==> src/rtl/regfile_wb_arbiter.sv <==
// regfile_wb_arbiter
//   Write-back arbiter and pending-write scoreboard for the 32x32 register file.
//   Three producers (0 = ALU, 1 = load unit, 2 = mul/div) share the single
//   register-file write port. One producer is granted per cycle in round-robin
//   order and its write is presented to the register file from a registered
//   stage. A pending-write vector lets decode stall on RAW/WAW hazards.
//
// Ports
//   clk, rst_n                      clock, asynchronous active-low reset
//   ReqValid[2:0]                   producer i has a write pending
//   ReqReg[14:0]                    destination of producer i at [5i+4:5i]
//   ReqData[95:0]                   data of producer i at [32i+31:32i]
//   ReqReady[2:0]                   one-hot grant (combinational)
//   IssueValid, IssueReg            decode issues an instruction writing IssueReg
//   LookupReg1/2, Busy1/2           source-register pending lookups (combinational)
//   RegWrite, WriteRegister,
//   WriteData                       registered register-file write port
//   Err                             sticky protocol-error flag
module regfile_wb_arbiter #(
  parameter int DATA_W = 32,
  parameter int REG_W  = 5,
  parameter int NREQ   = 3
) (
  input  logic                   clk,
  input  logic                   rst_n,
  input  logic [NREQ-1:0]        ReqValid,
  input  logic [NREQ*REG_W-1:0]  ReqReg,
  input  logic [NREQ*DATA_W-1:0] ReqData,
  output logic [NREQ-1:0]        ReqReady,
  input  logic                   IssueValid,
  input  logic [REG_W-1:0]       IssueReg,
  input  logic [REG_W-1:0]       LookupReg1,
  input  logic [REG_W-1:0]       LookupReg2,
  output logic                   Busy1,
  output logic                   Busy2,
  output logic                   RegWrite,
  output logic [REG_W-1:0]       WriteRegister,
  output logic [DATA_W-1:0]      WriteData,
  output logic                   Err
);

  localparam int NREGS = 1 << REG_W;

  // Last granted requester; reset to 2 so requester 0 is searched first.
  logic [1:0]       last;
  logic [NREQ-1:0]  grant;
  logic [1:0]       grantIdx;
  logic             grantAny;
  logic [REG_W-1:0] selReg;
  logic [DATA_W-1:0] selData;

  logic [NREGS-1:0] pending;
  logic [NREGS-1:0] pendingNext;
  logic             wawIssue;
  logic             orphanCommit;

  // (base + step) mod 3, for the round-robin search order.
  function automatic logic [1:0] wrapAdd(input logic [1:0] base, input int unsigned step);
    int unsigned sum;
    sum = int'(base) + step;
    return 2'((sum % 3));
  endfunction

  // Search order Last+1, Last+2, Last; the first valid requester wins.
  always_comb begin
    logic [1:0] cand;
    // NOTE: every combinational output gets a default first so no path
    // leaves it unassigned, which would otherwise infer a latch.
    grant    = '0;
    grantIdx = last;
    grantAny = 1'b0;
    cand     = '0;
    for (int k = 1; k <= NREQ; k++) begin
      cand = wrapAdd(last, k);
      if (!grantAny && ReqValid[cand]) begin
        grant[cand] = 1'b1;
        grantIdx    = cand;
        grantAny    = 1'b1;
      end
    end
  end

  // Gate the grant with reset so no producer believes it transferred while
  // the block is held in reset.
  assign ReqReady = rst_n ? grant : '0;

  assign selReg  = ReqReg[grantIdx*REG_W +: REG_W];
  assign selData = ReqData[grantIdx*DATA_W +: DATA_W];

  // Scoreboard: the commit edge clears, an issue on the same edge sets, and
  // the set is applied last so it wins. Register 0 never becomes pending.
  always_comb begin
    pendingNext = pending;
    if (RegWrite) pendingNext[WriteRegister] = 1'b0;
    if (IssueValid && (IssueReg != '0)) pendingNext[IssueReg] = 1'b1;
    pendingNext[0] = 1'b0;
  end

  // A WAW issue is only an error if the target is not committing this edge.
  assign wawIssue     = IssueValid && (IssueReg != '0) && pending[IssueReg] &&
                        !(RegWrite && (WriteRegister == IssueReg));
  assign orphanCommit = RegWrite && !pending[WriteRegister];

  // NOTE: sequential state uses non-blocking assignments so every register
  // samples pre-edge values regardless of statement order.
  always_ff @(posedge clk or negedge rst_n) begin
    if (!rst_n) begin
      last          <= 2'd2;
      RegWrite      <= 1'b0;
      WriteRegister <= '0;
      WriteData     <= '0;
      pending       <= '0;
      Err           <= 1'b0;
    end else begin
      pending <= pendingNext;
      if (wawIssue || orphanCommit) Err <= 1'b1;
      if (grantAny) begin
        last          <= grantIdx;
        // A write to r0 still transfers and latches, but never enables the port.
        RegWrite      <= (selReg != '0);
        WriteRegister <= selReg;
        WriteData     <= selData;
      end else begin
        RegWrite <= 1'b0;
      end
    end
  end

  assign Busy1 = pending[LookupReg1];
  assign Busy2 = pending[LookupReg2];

endmodule

==> config.mk <==
export PLATFORM = sky130hd
export DESIGN_NAME = regfile_wb_arbiter
export DESIGN_NICKNAME = d
export VERILOG_FILES = /design/src/rtl/regfile_wb_arbiter.sv
export SDC_FILE = /design/constraint.sdc
export NUM_CORES = 1
export LEC_CHECK = 0
export BUFFER_PORTS_ARGS = -buffer_cell sky130_fd_sc_hd__buf_2
export CAP_MARGIN = 10
export CELL_PAD_IN_SITES_DETAIL_PLACEMENT = 1
export CELL_PAD_IN_SITES_GLOBAL_PLACEMENT = 1
export CORE_ASPECT_RATIO = 0.7
export CORE_MARGIN = 1
export CORE_UTILIZATION = 41
export DETAILED_ROUTE_END_ITERATION = 6
export PLACE_DENSITY = 0.89
export SLEW_MARGIN = 30
export SYNTH_ARGS = -nofsm -noshare
export SYNTH_HDL_FRONTEND = slang
export SYNTH_SLANG_ARGS = --single-unit
==> constraint.sdc <==
create_clock -name clk -period 9.5 [get_ports clk]
set_clock_uncertainty 0.15 [all_clocks]
set_input_delay 0.95 -clock clk [delete_from_list [all_inputs] [get_ports clk]]
set_output_delay 0.95 -clock clk [all_outputs]
set_load 0.05 [all_outputs]
Word level (Yosys, flattened, before mapping)
Cells that the tools add are included.

Add/sub/neg operators: 3. Multipliers: 1. Div/mod/pow operators: 3. Order comparisons: 12. Equality and inequality tests: 1. Shift-type cells: 2. Mux-type cells: 37. Bitwise gates (word level): 5. Reduce and logical (&&, ||, !) cells: 19.

Operators with widths (count): $mod A32 B2 Y32 const B (3); $shiftx A96 B8 Y32 (1); $mux W32 (2); $and A32 B32 Y32 (1); $not A32 Y32 (1); $or A32 B32 Y32 (1); $lt A5 B6 Y1 const B (4); $bmux W1 S5 (4); $mux W1 (16); $shiftx A15 B6 Y5 (1); $logic_and A1 B1 Y1 (12); $mux W3 (4); $demux W1 S5 (2); $ge A5 B1 Y1 const B (2); $reduce_bool A5 Y1 (2); $lt A2 B3 Y1 const B (3); $add A2 B2 Y3 const B (2); $bmux W1 S2 (3); $demux W1 S2 (3); $ge A2 B1 Y1 const B (3); $mux W2 (3); $or A3 B3 Y3 (2); $eq A5 B5 Y1 (1); $mul A2 B3 Y5 const B (1); 3 further kinds (6).

Bits in registers: 72. Input bits: 132. Logic and storage cells: 89.

Longest topological paths before layout
Depth in word-level cells: 15. Mapped depth: 13. Depth with buffers taken out: 10.

Least setup slack after synthesis
No wires, ideal clock.

Kind: in2out. Start: in LookupReg1[0]. End: out Busy1. Arrival: 2.755 ns. Path slack: 5.645 ns. Stages on the path: 4. Path buffers: 1. Cell sequence: clkbuf_1 mux4_2 mux4_2 mux2_2.

Cells in the longest elaborated chain, start to end: 2.

RTL lines: start, declared (line 32) `input logic [REG_W-1:0] LookupReg1,`; $bmux W1 S5 (line 129) `assign Busy1 = pending[LookupReg1];`; $mux W1 (not written as such) (line 129); end, declared (line 34) `output logic Busy1,`.

Every way passes these cells. The select of a mux whose other input is x is not followed.

Worst setup path in the final report
Start: reg last[0]. End: out ReqReady[2].

Cells in the longest elaborated chain, start to end: 12.

RTL lines: start, declared (line 45) `logic [1:0] last;`; start signal, assigned (line 118) `last <= grantIdx;`; $add A2 B1 Y3 (line 60) `sum = int'(base) + step;`; $mod A32 B2 Y32 (line 61) `return 2'((sum % 3));`; $lt A2 B3 Y1 (not written as such), or another cell as far along (line 76) `grant[cand] = 1'b1;`; $logic_and A1 B1 Y1 (not written as such) / $mux W1 (equally long branches) (line 76, 75); $mux W1, on equally long branches (line 76, 75); $demux W1 S2 / $logic_not A1 Y1 (equally long branches) (line 76, 75); $mux W3 / $logic_and A1 B1 Y1 (equally long branches) (line 75) `if (!grantAny && ReqValid[cand]) begin`; $or A3 B3 Y3 (no line) / $mux W1 (equally long branches); $mux W3 / $logic_not A1 Y1 (equally long branches) (line 75); $or A3 B3 Y3 (no line) / $logic_and A1 B1 Y1 (equally long branches); $mux W3 * (line 75); $mux W3 * (line 85) `assign ReqReady = rst_n ? grant : '0;`; end, declared (line 29) `output logic [NREQ-1:0] ReqReady,`.

Every way passes the cells marked *; elsewhere a longest branch is shown, timed or not. The select of a mux whose other input is x is not followed.

==> flow_summary.ini <==
[run_status]
status = completed

[power]
clockPowerShare = 0.121
p_comb_frac = 0.653
power.density_nw_per_um2 = 481
p_seq_frac = 0.226
power.switching_mw = 1.57
internal_power_mw = 1.47
swShare = 0.516
leakagePower_nw = 2.74
ir_drop_mv = 0.213

[synthesis]
synth_largest_area_cell = dfrtp_1
syn_nets = 618
ys.flop_type = dfrtp_1
synth_top_area_share = 0.353
synth_cell_types = 53
yosysSeqAreaShare = 0.358
synth_cells = 482
avgSynthCellArea_um2 = 10.4
synth_edf_count = 0
ys_ff_latch = 72
syn_area_um2 = 5030
ys_warn_count = 0
synthTopCellsByArea = dfrtp_1 35%, mux4_2 14%, o21ai_0 7.1%
async_flop_share = 1.00

[routing]
ant_nets = 0
drt-pass1-iter-count = 5
routed_wl_um = 18700
wl_per_cell_um = 23.4
vias_per_cell = 6.24
drc = 0
vias = 4987
drtIter0Drc = 579

[floorplanning]
coreArea_um2 = 11800
pin_count = 176
rows = 33
start_util = 0.426
die_h_um = 94.7
die_w_um = 134
die_area_um2 = 12700

[worst_setup_path]
cp.arrival_ns = 2.83
cp-start-kind = flip-flop
critPathMaxStageDelay_ns = 0.47
path_cells = inv_1, ha_1, mux2i_4, mux2i_4, nor2_2, nand3_1, a21oi_1, buf_2
critical_path_class = reg -> out
path_max_fanout = 9
endpoint_kind = output port
cpMostUsedCell = mux2i_4
critical-path-slowest-cell = ha_1
required_ns = 8.40

[timing]
slew_headroom = 0.443
whs_ns = 0.362
rsz0062_at_grt = false
tns_ns = 0
final-hold-violation-count = 0
period_share = 0.414
period_minus_slack_ns = 3.93
worst_slew_pin_slew_ns = 0.835
setup_viol = 0
final_max_slew_viol_count = 0
fmax_ghz = 0.255

[place]
dpl_cell_area_um2 = 5960
hpwl_um = 13600
place.gp.congestion = 0.969
port-buffer-count = 175
dp.cells = 782

[grt]
grt_use_total = 0.305
grt_pass1_vias = 5268
antenna_found_initial = 0
grt_max_degree = 73
grt_pass1_wl_um = 29100
grt_overflow = 0

[final_layout]
final_cell_mix = 175 x buf_2, 71 x dfrtp_1, 71 x o21ai_0
fin_cells = 799
nNetsFinal = 773
fin_util = 0.534
postLayoutCellArea_um2 = 6300
drive_gt1_frac = 0.397
antenna_cells = 0
layout_commonest_cell = buf_2
area_delta_synth_final_pct = 25.3

[clocking]
ctsHoldBuffers = 0
clkLatencyLatePin_ns = 0.33
post_cts_buffers = 0
cts.sinks = 72
clkTransAtPathRegs_ns = 0.06
cts-root-buf = clkbuf_16
cts-htree-levels = 3
numCtsBuffers = 9
cts_resized = 0
cts_tree = done
clockBufferDepth = 2

[flow_run]
cap_violations = 0

[min_path]
hold_class = reg -> reg
[metrics by stage]
stage | setup WS, ns | power, mW
floorplan | 5.65 | 2.16
global placement | 5.51 | 2.46
detailed placement | 5.26 | 2.61
CTS | 5.26 | 3.00
global route | 5.43 | 3.21
finish | 5.57 | 3.03
[cell usage after synthesis (5+ instances only)]
master    count
nand3_1      13
mux2_2       10
o22ai_1       5
nand2_1      11
or3b_2        5
buf_2         8
a22oi_1      33
o21ai_0      71
mux4_2       32
a21oi_1      33
dfrtp_1      71
mux2i_1      10
mux2_1       30
inv_1        16
nor2_1       38
clkbuf_1     19
nand3b_1     11
[power by group through the flow]
stage | logic [mW] | registers [mW] | clock network [mW]
global placement | 1.81 | 0.653 | 0
global route | 2.12 | 0.706 | 0.385
finish | 1.98 | 0.686 | 0.368
CTS | 1.95 | 0.675 | 0.373
detailed placement | 1.93 | 0.676 | 0
floorplan | 1.29 | 0.872 | 0
[cell type report]
type	count	area, µm²
timing repair buffer	179	937
clock buffer	11	243
sequential	72	1800
multi-input combinational	357	2980
clock inverter	5	80.1
inverter	18	67.6
tap	157	196
fill	1396	5510
[sequential cells by signal (all words and copies together) (netlist names)]
register,count
last,2
WriteRegister,5
WriteData,32
pending,31
Err,1
RegWrite,1
[path summary, 6_finish.rpt]
check / from / end / slack, ns / cells after the start
max in group asynchronous: rst_n / pending[1] / 8.09 / 2
worst min register to register: WriteData[5] / WriteData[5] / 0.36 / 2
worst max register to register: last[0] / RegWrite / 5.75 / 11
worst min-delay path: WriteData[5] / WriteData[5] / 0.36 / 2
min in group asynchronous: rst_n / WriteData[24] / 0.65 / 2
worst max-delay path: last[0] / ReqReady[2] / 5.57 / 8
[routing by layer]
layer | share of wire | GRT usage | up-vias
li1 | - | - | 2153
met1 | 0.41 | 0.389 | 2486
met2 | 0.49 | 0.505 | 285
met3 | 0.080 | 0.0800 | 63
met4 | 0.028 | 0.110 | 0
met5 | 0 | 0 | -
[critical path, delay by kind of cell, from the launching register on]
family | cells | cell delay [ns]
AND/OR/NAND/NOR | 2 | 0.40
buffers and inverters | 2 | 0.44
multiplexers | 2 | 0.53
adder cells (fa/ha/maj) | 1 | 0.47
flip-flops | 1 | 0.43
AO/OA/AOI/OAI | 1 | 0.22
[logic make-up after synthesis]
| kind of cell | Yosys count | share of synthesized area |
|---|---|---|
| xor+xnor | 5 | 0.00871 |
| fa+ha+maj | 4 | 0.00995 |
| flops | 72 | 0.358 |
| simple gates | 93 | 0.0953 |
| buf+inv | 53 | 0.0512 |
| compound gates | 170 | 0.212 |
| mux | 85 | 0.265 |
No activity file was read; power rests on OpenSTA's default activity.
